===== src/rtl/imm_gen_if.sv =====
`default_nettype none
// ============================================================================
// Module      : imm_gen_if
// Description : Bundle of the fetch-side and execute-side signals of the
//               AArch64 immediate generator: input handshake, output queue
//               head, queue flush and the unrecognised-encoding counter.
// Revision    : 1.0 - initial release
// ============================================================================
interface imm_gen_if #(
    parameter int XLEN  = 64,
    parameter int TAG_W = 8
);
    logic             flush;
    logic             in_valid;
    logic             in_ready;
    logic [31:0]      in_inst;
    logic [TAG_W-1:0] in_tag;
    logic             out_valid;
    logic             out_ready;
    logic [XLEN-1:0]  out_imm;
    logic [2:0]       out_kind;
    logic [5:0]       out_shift;
    logic [TAG_W-1:0] out_tag;
    logic [15:0]      unrec_cnt;

    // Fetch/consumer side: offers instructions and drains the queue
    modport master (
        output flush, in_valid, in_inst, in_tag, out_ready,
        input  in_ready, out_valid, out_imm, out_kind, out_shift, out_tag,
               unrec_cnt
    );

    // Immediate generator side
    modport slave (
        input  flush, in_valid, in_inst, in_tag, out_ready,
        output in_ready, out_valid, out_imm, out_kind, out_shift, out_tag,
               unrec_cnt
    );
endinterface
`default_nettype wire


===== src/rtl/imm_gen.sv =====
`default_nettype none
// ============================================================================
// Module      : imm_gen
// Description : AArch64 immediate generator. Classifies each accepted 32-bit
//               instruction, expands its immediate (shifted, sign- or
//               zero-extended) and queues {imm, kind, shift, tag} in a
//               DEPTH-entry circular buffer. Counts unrecognised encodings
//               (saturating at 0xFFFF).
//               Optional macro IMM_GEN_BRANCH_EN enables decoding of B/BL
//               (kind 6) and CBZ/CBNZ/B.cond (kind 7); without it those
//               encodings decode as NONE.
// Revision    : 1.0 - initial release
// ============================================================================
module imm_gen #(
    parameter int XLEN  = 64,
    parameter int DEPTH = 4,
    parameter int TAG_W = 8
) (
    input  wire         clk,
    input  wire         rst,
    imm_gen_if.slave    bus
);

    localparam int c_PTR_W = $clog2(DEPTH);

    localparam logic [2:0] c_KIND_NONE   = 3'd0;
    localparam logic [2:0] c_KIND_MOVZ   = 3'd1;
    localparam logic [2:0] c_KIND_MOVN   = 3'd2;
    localparam logic [2:0] c_KIND_MOVK   = 3'd3;
    localparam logic [2:0] c_KIND_ADDSUB = 3'd4;
    localparam logic [2:0] c_KIND_LDST   = 3'd5;
`ifdef IMM_GEN_BRANCH_EN
    localparam logic [2:0] c_KIND_BR26   = 3'd6;
    localparam logic [2:0] c_KIND_BR19   = 3'd7;
`endif

    // ------------------------------------------------------------------
    // Decode
    // ------------------------------------------------------------------
    logic [15:0] w_imm16;
    logic [11:0] w_imm12;
    logic [5:0]  w_hw_shift;
    logic [63:0] w_wide;
    logic [63:0] w_imm64;
    logic [2:0]  w_kind;
    logic [5:0]  w_shift;

    assign w_imm16    = bus.in_inst[20:5];
    assign w_imm12    = bus.in_inst[21:10];
    assign w_hw_shift = {bus.in_inst[22:21], 4'b0000};
    assign w_wide     = {48'd0, w_imm16} << w_hw_shift;

    // Classify the instruction word and build the 64-bit immediate
    always_comb begin
        w_kind  = c_KIND_NONE;
        w_imm64 = 64'd0;
        w_shift = 6'd0;
        if (bus.in_inst[31:23] == 9'b110100101) begin
            w_kind  = c_KIND_MOVZ;
            w_imm64 = w_wide;
        end else if (bus.in_inst[31:23] == 9'b100100101) begin
            w_kind  = c_KIND_MOVN;
            w_imm64 = ~w_wide;
        end else if (bus.in_inst[31:23] == 9'b111100101) begin
            // MOVK carries the insertion position so execute can merge
            w_kind  = c_KIND_MOVK;
            w_imm64 = w_wide;
            w_shift = w_hw_shift;
        end else if (bus.in_inst[31] && (bus.in_inst[28:23] == 6'b100010)) begin
            w_kind  = c_KIND_ADDSUB;
            w_imm64 = bus.in_inst[22] ? {40'd0, w_imm12, 12'd0}
                                      : {52'd0, w_imm12};
        end else if (bus.in_inst[31:23] == 9'b111110010) begin
            // Bit 22 selects LDR vs STR; both scale imm12 by 8
            w_kind  = c_KIND_LDST;
            w_imm64 = {49'd0, w_imm12, 3'b000};
`ifdef IMM_GEN_BRANCH_EN
        end else if (bus.in_inst[30:26] == 5'b00101) begin
            w_kind  = c_KIND_BR26;
            w_imm64 = {{36{bus.in_inst[25]}}, bus.in_inst[25:0], 2'b00};
        end else if ((bus.in_inst[31:25] == 7'b1011010) ||
                     ((bus.in_inst[31:24] == 8'b01010100) && !bus.in_inst[4])) begin
            w_kind  = c_KIND_BR19;
            w_imm64 = {{43{bus.in_inst[23]}}, bus.in_inst[23:5], 2'b00};
`endif
        end
    end

    // Register fields not consumed in every configuration (Rd, upper imm bits)
    logic w_unused;
    assign w_unused = ^{bus.in_inst[4:0], w_imm64};

    // ------------------------------------------------------------------
    // Output queue
    // ------------------------------------------------------------------
    logic [XLEN-1:0]    r_imm_q   [DEPTH];
    logic [2:0]         r_kind_q  [DEPTH];
    logic [5:0]         r_shift_q [DEPTH];
    logic [TAG_W-1:0]   r_tag_q   [DEPTH];
    logic [c_PTR_W-1:0] r_wr_ptr;
    logic [c_PTR_W-1:0] r_rd_ptr;
    logic [c_PTR_W:0]   r_count;
    logic [15:0]        r_unrec_cnt;

    logic w_full;
    logic w_accept;
    logic w_pop;
    logic w_push;

    // DEPTH is a power of two, so the count MSB alone marks "full"
    assign w_full   = r_count[c_PTR_W];
    assign w_accept = bus.in_valid & ~w_full;
    assign w_pop    = (r_count != '0) & bus.out_ready;
    assign w_push   = w_accept & ~bus.flush;

    // Pointer and occupancy tracking; flush empties the queue in one edge
    always_ff @(posedge clk) begin
        if (rst) begin
            r_wr_ptr <= '0;
            r_rd_ptr <= '0;
            r_count  <= '0;
        end else if (bus.flush) begin
            r_wr_ptr <= '0;
            r_rd_ptr <= '0;
            r_count  <= '0;
        end else begin
            if (w_push) begin
                r_wr_ptr <= r_wr_ptr + 1'b1;
            end
            if (w_pop) begin
                r_rd_ptr <= r_rd_ptr + 1'b1;
            end
            case ({w_push, w_pop})
                2'b10:   r_count <= r_count + 1'b1;
                2'b01:   r_count <= r_count - 1'b1;
                default: r_count <= r_count;
            endcase
        end
    end

    // Entry storage; only entry 0 is cleared so the head reads zero after reset
    always_ff @(posedge clk) begin
        if (rst) begin
            r_imm_q[0]   <= '0;
            r_kind_q[0]  <= '0;
            r_shift_q[0] <= '0;
            r_tag_q[0]   <= '0;
        end else if (w_push) begin
            r_imm_q[r_wr_ptr]   <= w_imm64[XLEN-1:0];
            r_kind_q[r_wr_ptr]  <= w_kind;
            r_shift_q[r_wr_ptr] <= w_shift;
            r_tag_q[r_wr_ptr]   <= bus.in_tag;
        end
    end

    // Saturating count of unrecognised words, including ones dropped by flush
    always_ff @(posedge clk) begin
        if (rst) begin
            r_unrec_cnt <= 16'd0;
        end else if (w_accept && (w_kind == c_KIND_NONE) && (r_unrec_cnt != 16'hFFFF)) begin
            r_unrec_cnt <= r_unrec_cnt + 16'd1;
        end
    end

    assign bus.in_ready  = ~w_full;
    assign bus.out_valid = (r_count != '0);
    assign bus.out_imm   = r_imm_q[r_rd_ptr];
    assign bus.out_kind  = r_kind_q[r_rd_ptr];
    assign bus.out_shift = r_shift_q[r_rd_ptr];
    assign bus.out_tag   = r_tag_q[r_rd_ptr];
    assign bus.unrec_cnt = r_unrec_cnt;

endmodule
`default_nettype wire


===== src/flat_wrapper.sv =====
// flat-port wrapper written by rule: the top's interface ports become plain ports
module imm_gen_flat 
#(
    parameter int XLEN  = 64,
    parameter int DEPTH = 4,
    parameter int TAG_W = 8
)
  (clk, rst, bus_flush, bus_in_valid, bus_in_inst, bus_in_tag, bus_out_ready, bus_in_ready, bus_out_valid, bus_out_imm, bus_out_kind, bus_out_shift, bus_out_tag, bus_unrec_cnt);
  imm_gen_if #(.XLEN(XLEN), .TAG_W(TAG_W)) bus_i ();
  input  wire clk;
  input  wire rst;
  input wire logic [$bits(bus_i.flush)-1:0] bus_flush;
  input wire logic [$bits(bus_i.in_valid)-1:0] bus_in_valid;
  input wire logic [$bits(bus_i.in_inst)-1:0] bus_in_inst;
  input wire logic [$bits(bus_i.in_tag)-1:0] bus_in_tag;
  input wire logic [$bits(bus_i.out_ready)-1:0] bus_out_ready;
  output wire logic [$bits(bus_i.in_ready)-1:0] bus_in_ready;
  output wire logic [$bits(bus_i.out_valid)-1:0] bus_out_valid;
  output wire logic [$bits(bus_i.out_imm)-1:0] bus_out_imm;
  output wire logic [$bits(bus_i.out_kind)-1:0] bus_out_kind;
  output wire logic [$bits(bus_i.out_shift)-1:0] bus_out_shift;
  output wire logic [$bits(bus_i.out_tag)-1:0] bus_out_tag;
  output wire logic [$bits(bus_i.unrec_cnt)-1:0] bus_unrec_cnt;
  assign bus_i.flush = bus_flush;
  assign bus_i.in_valid = bus_in_valid;
  assign bus_i.in_inst = bus_in_inst;
  assign bus_i.in_tag = bus_in_tag;
  assign bus_i.out_ready = bus_out_ready;
  assign bus_in_ready = bus_i.in_ready;
  assign bus_out_valid = bus_i.out_valid;
  assign bus_out_imm = bus_i.out_imm;
  assign bus_out_kind = bus_i.out_kind;
  assign bus_out_shift = bus_i.out_shift;
  assign bus_out_tag = bus_i.out_tag;
  assign bus_unrec_cnt = bus_i.unrec_cnt;
  imm_gen #(.XLEN(XLEN), .DEPTH(DEPTH), .TAG_W(TAG_W)) u_core (.clk(clk), .rst(rst), .bus(bus_i));
endmodule

===== config.mk =====
export PLATFORM = sky130hd
export DESIGN_NAME = imm_gen_flat
export DESIGN_NICKNAME = d
export VERILOG_FILES = /design/src/rtl/imm_gen_if.sv /design/src/rtl/imm_gen.sv /design/src/flat_wrapper.sv
export SDC_FILE = /design/constraint.sdc
export NUM_CORES = 1
export LEC_CHECK = 0
export BUFFER_PORTS_ARGS = -buffer_cell sky130_fd_sc_hd__buf_2
export CORE_ASPECT_RATIO = 0.8
export CORE_UTILIZATION = 47
export CTS_CLUSTER_DIAMETER = 200
export CTS_CLUSTER_SIZE = 24
export DETAILED_ROUTE_END_ITERATION = 10
export PLACE_DENSITY = 0.62
export SLEW_MARGIN = 20
export SYNTH_ARGS = -nofsm -noshare
export SYNTH_HDL_FRONTEND = slang
export SYNTH_SLANG_ARGS = --single-unit

===== constraint.sdc =====
create_clock -name clk -period 13.7 [get_ports clk]
set_input_delay 1.37 -clock clk [delete_from_list [all_inputs] [get_ports clk]]
set_output_delay 1.37 -clock clk [all_outputs]
set_load 0.02 [all_outputs]

==> metrics.cfg, run 1 <==
[yosys]
ys.flop_type=edfxtp_1
syn_inst=886
synth_seq_area_share_pct=68.7
yosys_register_bits=333
netlist_area_sq_um=14200
synth_edf_count=308
syn_area_per_cell_sq_um=16.0
synthArstFlopShare_pct=0
ys_types=63
ys_warn_count=0

[grt]
grt_pass1_vias=7758
antenna_found_initial=5
gr-total-overflow=0
grt.total_usage_pct=20.6
grt_pass1_wl_um=47800
grt_max_degree=68

[layout]
nNetsFinal=1021
syn2layout_area_growth_pct=10.5
final_common_cell=edfxtp_1
fin_util_pct=53.1
drive_gt1_share_pct=27.6
fill_cells=2392
mostFrequentLayoutCells=308 x edfxtp_1, 134 x buf_2, 85 x a21oi_1, 77 x mux4_2, 60 x nor2_1

[floorplanning]
ios=144
die_area_sq_um=30900
chipHeight_um=157
core_area_sq_um=29500
rows=56
initial_utilization_pct=48.1
die_w_um=196

[routing]
via_per_inst=5.90
drt-initial-drc-count=754
wl_per_cell_um=22.5
vias=8212
drtPass1Iterations=5
finalWirelength_um=31400
drc=0
antenna_left=0

[setup_path]
cp-end-kind=output pin
path_class=flip-flop to output pin
required_ns=12.33
start_kind=flip-flop
crit_fanout=46
rrSetupSlack_ns=10.86
crit_chain=buf_4, mux4_2, buf_2
worst_path_max_delay_cell=buf_4
crit_path_max_incr_delay_ns=0.84
critPathTopFamily=buffers and inverters
critPathBufInv=2
cp.arrival_ns=3.03

[clock_network]
htreeDepth=1
cts.clk_slew.worst_paths_ns=0.09
cts_buffers=17
clockRootBuffer=clkbuf_16
clk-insertion-delay-late_ns=0.52
cts-resized-gates=0
clockBufferDepth=3
cts_setup_buffers=0
cts-hold-fix-buffers=0
tritoncts=done
numClockSinks=333

[placed_design]
portBuffers=134
dpl.hpwl_um=19000
place.gp.congestion=0.783

[sta]
tns_ns=0
drv_slew=0
period_minus_slack_ns=4.40
fin_crit_sh_pct=32.1
maxSlewHeadroom_pct=27.0
hold_viol_final=0
finClkSkew_ns=0.0166
tightest_slew_ns=1.09
rsz0062_at_grt=false
setup_viol=0
max_freq_mhz=228

[run]
maxCapViolations=0

[power]
ir_drop_uv=84.0
cellPowerDensity_nw_per_um2=113
p_leak_uw=0.00559

[status]
status=completed

[worst_hold_path]
hp-class=flip-flop to flip-flop

[cell usage after synthesis (2+ instances only)]
library cell    n  area (sq um)
clkbuf_2        2          10.0
and4_1          3          26.3
nand3_1        11          55.1
or4_1          10          75.1
clkbuf_1       51           191
mux2_1          2          22.5
a32o_1          4          40.0
buf_4           5          37.5
o21ai_0         4          20.0
nand4_1         4          25.0
nand2b_1        3          18.8
nor2_1         60           225
edfxtp_1      308          9250
mux4_2         77          1730
nor3b_1         2          15.0
nor2b_1         9          56.3
nor4_1          9          56.3
mux2i_1         2          20.0
a31oi_1        48           300
ha_1            2          25.0
or3_1           5          31.3
and2_1          9          56.3
xor2_1          4          35.0
a221oi_1       12           105
a21oi_1        85           425
nor3_1         16          80.1
and3_1         11          68.8
dfxtp_1        25           500
xnor2_1         3          26.3
a211oi_1        4          30.0
nand2_1        19          71.3
inv_1           9          33.8
nor4b_1         2          17.5
buf_1           5          18.8
buf_2          22           110
o31ai_1        11          82.6
o21ai_1         2          10.0
[tightest hold or removal path, stage by stage, from the launching register on]
cell     delay (ns)
dfxtp_1        0.35
o31ai_1        0.07
a21oi_1        0.06
[cell type report]
type	count	area, sq um	share of cell area [%]
Inverter	9	33.8	0.216
Sequential cell	333	9760	62.3
Timing Repair Buffer	151	798	5.09
Clock inverter	1	5.00	0.0319
Multi-Input combinational cell	461	4090	26.1
Tap cell	406	508	3.24
Antenna cell	4	10.0	0.0639
Clock buffer	28	467	2.98
[sequential cells by signal, summed over array words and instances (netlist names), named ones only]
register / cells
u_core.r_tag_q: 32
u_core.r_rd_ptr: 2
u_core.r_kind_q: 12
u_core.r_count: 3
u_core.bus.unrec_cnt: 16
u_core.r_wr_ptr: 2
u_core.r_imm_q: 256
u_core.r_shift_q: 8
[metrics by stage]
stage / area (sq um) / setup slack [ns] / std cells / hold slack, ns / power (uW)
6_report: 15700 / 9.30 / 1393 / 0.518 / 1770
5_1_grt: 15700 / 9.05 / 1392 / 0.566 / 1820
4_1_cts: 15700 / 9.19 / 1389 / 0.522 / 1780
3_5_place_dp: 15200 / 9.62 / 1360 / 0.510 / 1250
3_3_place_gp: 15200 / 9.64 / 1360 / 0.502 / 1250
2_1_floorplan: 14200 / 3.22 / 889 / 0.472 / 1210
[kinds of logic after synthesis]
family / Yosys count / share of synthesized area, %
AOI/OAI and AO/OA: 179 / 7.85
xor gates and xnor gates: 7 / 0.432
adders and majority gates: 3 / 0.318
buffers and inverters: 95 / 2.91
DFF: 333 / 68.7
muxes: 82 / 12.6
other: 1 / 0.0264
and+or+nand+nor: 186 / 7.11
[final timing paths]
path | start | end | cells past startpoint
worst max-delay path | flip-flop | bus_out_kind[2] | 3
worst min-delay path | u_core.bus.unrec_cnt[10] | u_core.bus.unrec_cnt[10] | 2
worst max register to register | u_core.r_count[2] | u_core.r_imm_q[3][42] | 5
worst min register to register | u_core.bus.unrec_cnt[10] | u_core.bus.unrec_cnt[10] | 2
[per-layer routing]
layer  vias up  share of wire [%]  global-route usage (%)
met5         -              0.054                       0
met3        39                6.1                    3.88
met2       265                 45                    31.1
met4         2                1.9                    5.02
li1       3717                  -                       -
met1      4189                 47                    31.0
[report_power, final]
part | internal (uW) | switching [uW]
registers | 1110 | 5.50
clock network | 236 | 302
logic | 37.0 | 73.5
total | 1380 | 381
Note: power is estimated with default switching activity, not from simulation.
==> run 2: changes to the inputs <==
==> constraint.sdc (replaced) <==
create_clock -name clk -period 4.3 [get_ports clk]
set_input_delay 0.43 -clock clk [delete_from_list [all_inputs] [get_ports clk]]
set_output_delay 0.43 -clock clk [all_outputs]
set_load 0.02 [all_outputs]
==> metrics.cfg, run 2 (synthesis results as in run 1) <==
[status]
status=completed

[layout]
nNetsFinal=1021
largest_reg_flops=256
syn2layout_area_growth_pct=10.8
final_common_cell=edfxtp_1
fin_util_pct=53.3
antenna_cells=0
drive_gt1_share_pct=27.7
mostFrequentLayoutCells=308 x edfxtp_1, 134 x buf_2, 85 x a21oi_1, 77 x mux4_2, 60 x nor2_1
regMostFlops=u_core.r_imm_q
fill_cells=2389

[routing]
wl_per_cell_um=22.8
drt-initial-drc-count=743
vias=8221
finalWirelength_um=31500
via_per_inst=5.94
drc=0
antenna_left=0
drtPass1Iterations=4

[floorplanning]
die_w_um=196
die_area_sq_um=30900
chipHeight_um=157
initial_utilization_pct=48.1
core_area_sq_um=29500
rows=56
ios=144

[setup_path]
start_kind=flip-flop
required_ns=3.87
cp.arrival_ns=2.55
path_class=flip-flop to output pin
worstRegToRegCells=4
regToRegStartpoint=u_core.r_count[2]
crit_fanout=31
reg2reg_to=u_core.r_imm_q[2][23]
cp-end-kind=output pin
rrSetupSlack_ns=1.87

[clock_network]
cts.clk_slew.worst_paths_ns=0.09
cts_buffers=17
cts-hold-fix-buffers=0
clockBufferDepth=3
cts-resized-gates=0
tritoncts=done
cts_setup_buffers=0
htreeDepth=1
clockRootBuffer=clkbuf_16
numClockSinks=333
clk-insertion-delay-late_ns=0.51

[run]
maxCapViolations=0

[grt]
grt_max_degree=78
gr-total-overflow=0
grt_pass1_vias=7671
antenna_found_initial=1
grt.total_usage_pct=20.5
grt_pass1_wl_um=47400

[worst_hold_path]
hp-class=input port to flip-flop
hold_path.startpoint=bus_in_tag[5]
hold_end=u_core.r_tag_q[2][5]
worstHoldPathCells=2

[sta]
rsz0062_at_grt=false
finClkSkew_ns=0.0191
hold_viol_final=0
tightest_slew_ns=1.08
drv_slew=0
period_minus_slack_ns=2.98
maxSlewHeadroom_pct=27.9
fin_crit_sh_pct=69.2
setup_viol=0
max_freq_mhz=336
tns_ns=0

[power]
p_int_uw=4400
p_comb_share_pct=6.4
swShare_pct=21.5
cellPowerDensity_nw_per_um2=356
p_leak_uw=0.00561
seq_power_share_pct=63.6
ir_drop_uv=268
p_clk_share_pct=30.0
p_sw_uw=1200

[placed_design]
place.gp.congestion=0.789
portBuffers=134
dpl.hpwl_um=19200

==> run 2: changes by cell type in the layout (fill, tap and decap cells not counted) <==
cell	change
nor3b_4	+1
nand3_2	+1
buf_4	-5
nor2b_2	-1
nor3b_2	-1
clkbuf_1	-5
nor2b_4	+1
nor4b_2	-1
nand3_4	-1
diode_2	-4
nor4b_4	+1
buf_12	+5
==> run 2: power groups by stage <==
stage          clock (uW)  sequential [uW]  combinational [uW]
6_report             1680             3560                 359
5_1_grt              1820             3560                 383
4_1_cts              1720             3560                 360
3_5_place_dp            0             3630                 359
3_3_place_gp            0             3630                 357
2_1_floorplan           0             3630                 236
==> run 2: worst max-delay path by stage <==
stage / start / to / slack [ns] / depth (start not counted)
floorplan: bus_in_valid / u_core.r_imm_q[3][0] / 0.26 / 3
global placement: bus_in_inst[23] / u_core.r_imm_q[1][6] / 1.37 / 6
detailed placement: bus_in_inst[23] / u_core.r_imm_q[3][6] / 1.28 / 6
CTS: flip-flop / bus_out_imm[20] / 1.22 / 3
global route: flip-flop / bus_out_imm[20] / 1.14 / 3
finish: flip-flop / bus_out_imm[22] / 1.32 / 3
==> run 2: final cells by class <==
cell class,instances,area [sq um],share of cell area [%]
Multi-Input combinational cell,461,4110,26.1
Clock inverter,1,5.00,0.0318
Inverter,9,33.8,0.215
Tap cell,406,508,3.23
Timing Repair Buffer,151,861,5.48
Clock buffer,23,448,2.85
Sequential cell,333,9760,62.1
==> run 2: layer usage <==
metal / wire [um] / track usage [%] / share of wire, %
met1: 14200 / 30.8 / 45
met2: 14500 / 31.7 / 46
met3: 2130 / 2.79 / 6.8
met4: 712 / 5.10 / 2.3
met5: 0 / 0 / 0
==> run 2: through the flow <==
| stage | area [sq um] | power (uW) | setup WS, ns | hold WS [ns] | cells |
|---|---|---|---|---|---|
| floorplan | 14200 | 3870 | 0.258 | 0.472 | 889 |
| global placement | 15300 | 3990 | 1.37 | 0.497 | 1360 |
| detailed placement | 15300 | 3990 | 1.28 | 0.503 | 1360 |
| CTS | 15700 | 5640 | 1.22 | 0.283 | 1384 |
| global route | 15700 | 5760 | 1.14 | 0.295 | 1384 |
| finish | 15700 | 5600 | 1.32 | 0.297 | 1384 |
==> run 2: worst max-delay path: stages (launching register included) <==
cell and delay [ns]:
dfxtp_4 0.78, buf_4 0.46, mux4_2 0.61, buf_2 0.19
==> run 3: changes to the inputs <==
==> constraint.sdc (replaced) <==
create_clock -name clk -period 2.9 [get_ports clk]
set_input_delay 0.29 -clock clk [delete_from_list [all_inputs] [get_ports clk]]
set_output_delay 0.29 -clock clk [all_outputs]
set_load 0.02 [all_outputs]
==> metrics.cfg, run 3 (synthesis results as in run 1) <==
[layout]
syn2layout_area_growth_pct=12.9
mostFrequentLayoutCells=308 x edfxtp_1, 134 x buf_2, 85 x a21oi_1, 77 x mux4_2, 60 x nor2_1
largest_reg_flops=256
fin_util_pct=54.3
final_common_cell=edfxtp_1
nNetsFinal=1043
drive_gt1_share_pct=29.5
fin_cells=1412
fill_cells=2396
regMostFlops=u_core.r_imm_q

[setup_path]
cp-end-kind=output pin
start_kind=flip-flop
rrSetupSlack_ns=0.62
cp.arrival_ns=2.28
required_ns=2.61
worst_path_max_delay_cell=dfxtp_4
crit_path_max_incr_delay_ns=0.62
path_class=flip-flop to output pin
regToRegStartpoint=u_core.bus.unrec_cnt[0]
critPathTopFamily=flip-flops
crit_chain=buf_12, mux4_2, buf_2
critPathBufInv=2
crit_fanout=38

[worst_hold_path]
hold_path.startpoint=bus_in_tag[3]
hp-class=input port to flip-flop

[clock_network]
cts_setup_buffers=0
htreeDepth=1
cts_buffers=17
clk-insertion-delay-late_ns=0.51
numClockSinks=333
clockRootBuffer=clkbuf_16
cts-resized-gates=0
tritoncts=done
clockBufferDepth=3
cts-hold-fix-buffers=0
cts.clk_slew.worst_paths_ns=0.09

[routing]
via_per_inst=5.89
finalWirelength_um=31600
drc=0
drt-initial-drc-count=702
wl_per_cell_um=22.4
drtPass1Iterations=5
vias=8314
antenna_left=0

[placed_design]
place.gp.congestion=0.804
portBuffers=134
place_inst=1382
dpl.hpwl_um=20400
placement.setup.worst_slack_ns=0.437

[grt]
grt_pass1_wl_um=48400
antenna_found_initial=1
grt_max_degree=78
grt.total_usage_pct=20.9
grt_pass1_vias=7659
gr-total-overflow=0

[run]
maxCapViolations=0

[sta]
tns_ns=0
fin_crit_sh_pct=88.7
rsz0062_at_grt=false
setup_viol=0
maxSlewHeadroom_pct=39.7
period_minus_slack_ns=2.57
max_freq_mhz=389
fin_ws_ns=0.329
finClkSkew_ns=0.0113
hold_viol_final=0
drv_slew=0
tightest_slew_ns=0.902

[floorplanning]
die_w_um=196
ios=144
rows=56
initial_utilization_pct=48.1
chipHeight_um=157
core_area_sq_um=29500
die_area_sq_um=30900

[status]
status=completed

[power]
cellPowerDensity_nw_per_um2=521
p_leak_uw=0.00576
ir_drop_uv=392

[run 3: cell types whose count changed in the layout (fill, tap and decap cells not counted), sizes merged]
cell / previous run / this run
buf: 151 / 173
clkbuf: 23 / 28
diode: 0 / 1
[run 3: area by class of cell]
type	instances	area, sq um	share of cell area (%)
flip-flops and latches	333	9760	60.9
multi-input cells	461	4120	25.7
repair buffers	173	1130	7.03
well taps	406	508	3.17
clock buffers	28	467	2.91
inverters	9	33.8	0.211
clock inverters	1	5.00	0.0312
diodes	1	2.50	0.0156
[run 3: metrics by stage]
stage | cell area [sq um] | power (uW) | hold WS, ns
after floorplan | 14300 | 5730 | 0.472
after global placement | 15500 | 5920 | 0.495
after detailed placement | 15500 | 5930 | 0.502
after CTS | 16000 | 8430 | 0.128
after global routing | 16000 | 8640 | 0.161
final | 16000 | 8350 | 0.145
[run 3: report_power, final]
group / total [uW] / leakage (uW) / switching (uW) / internal, uW
Combinational: 542 / 0.00187 / 356 / 186
Sequential: 5270 / 0.00367 / 25.1 / 5250
Clock: 2530 / 0.000223 / 1420 / 1120
[run 3: worst paths after layout]
check                                           endpoint  cells after the start
worst max-delay path                      bus_out_imm[9]                      3
worst min-delay path                u_core.r_tag_q[1][3]                      2
worst max register to register   u_core.bus.unrec_cnt[6]                      6
worst min register to register  u_core.bus.unrec_cnt[15]                      2
[run 3: per-layer routing]
metal | routed length (um) | global-route usage [%] | vias up | part of all wire [%]
li1 | - | - | 3760 | -
met1 | 14400 | 31.4 | 4224 | 45
met2 | 14700 | 32.6 | 297 | 46
met3 | 1920 | 2.87 | 33 | 6.1
met4 | 641 | 4.72 | 0 | 2.0
met5 | 0 | 0 | - | 0
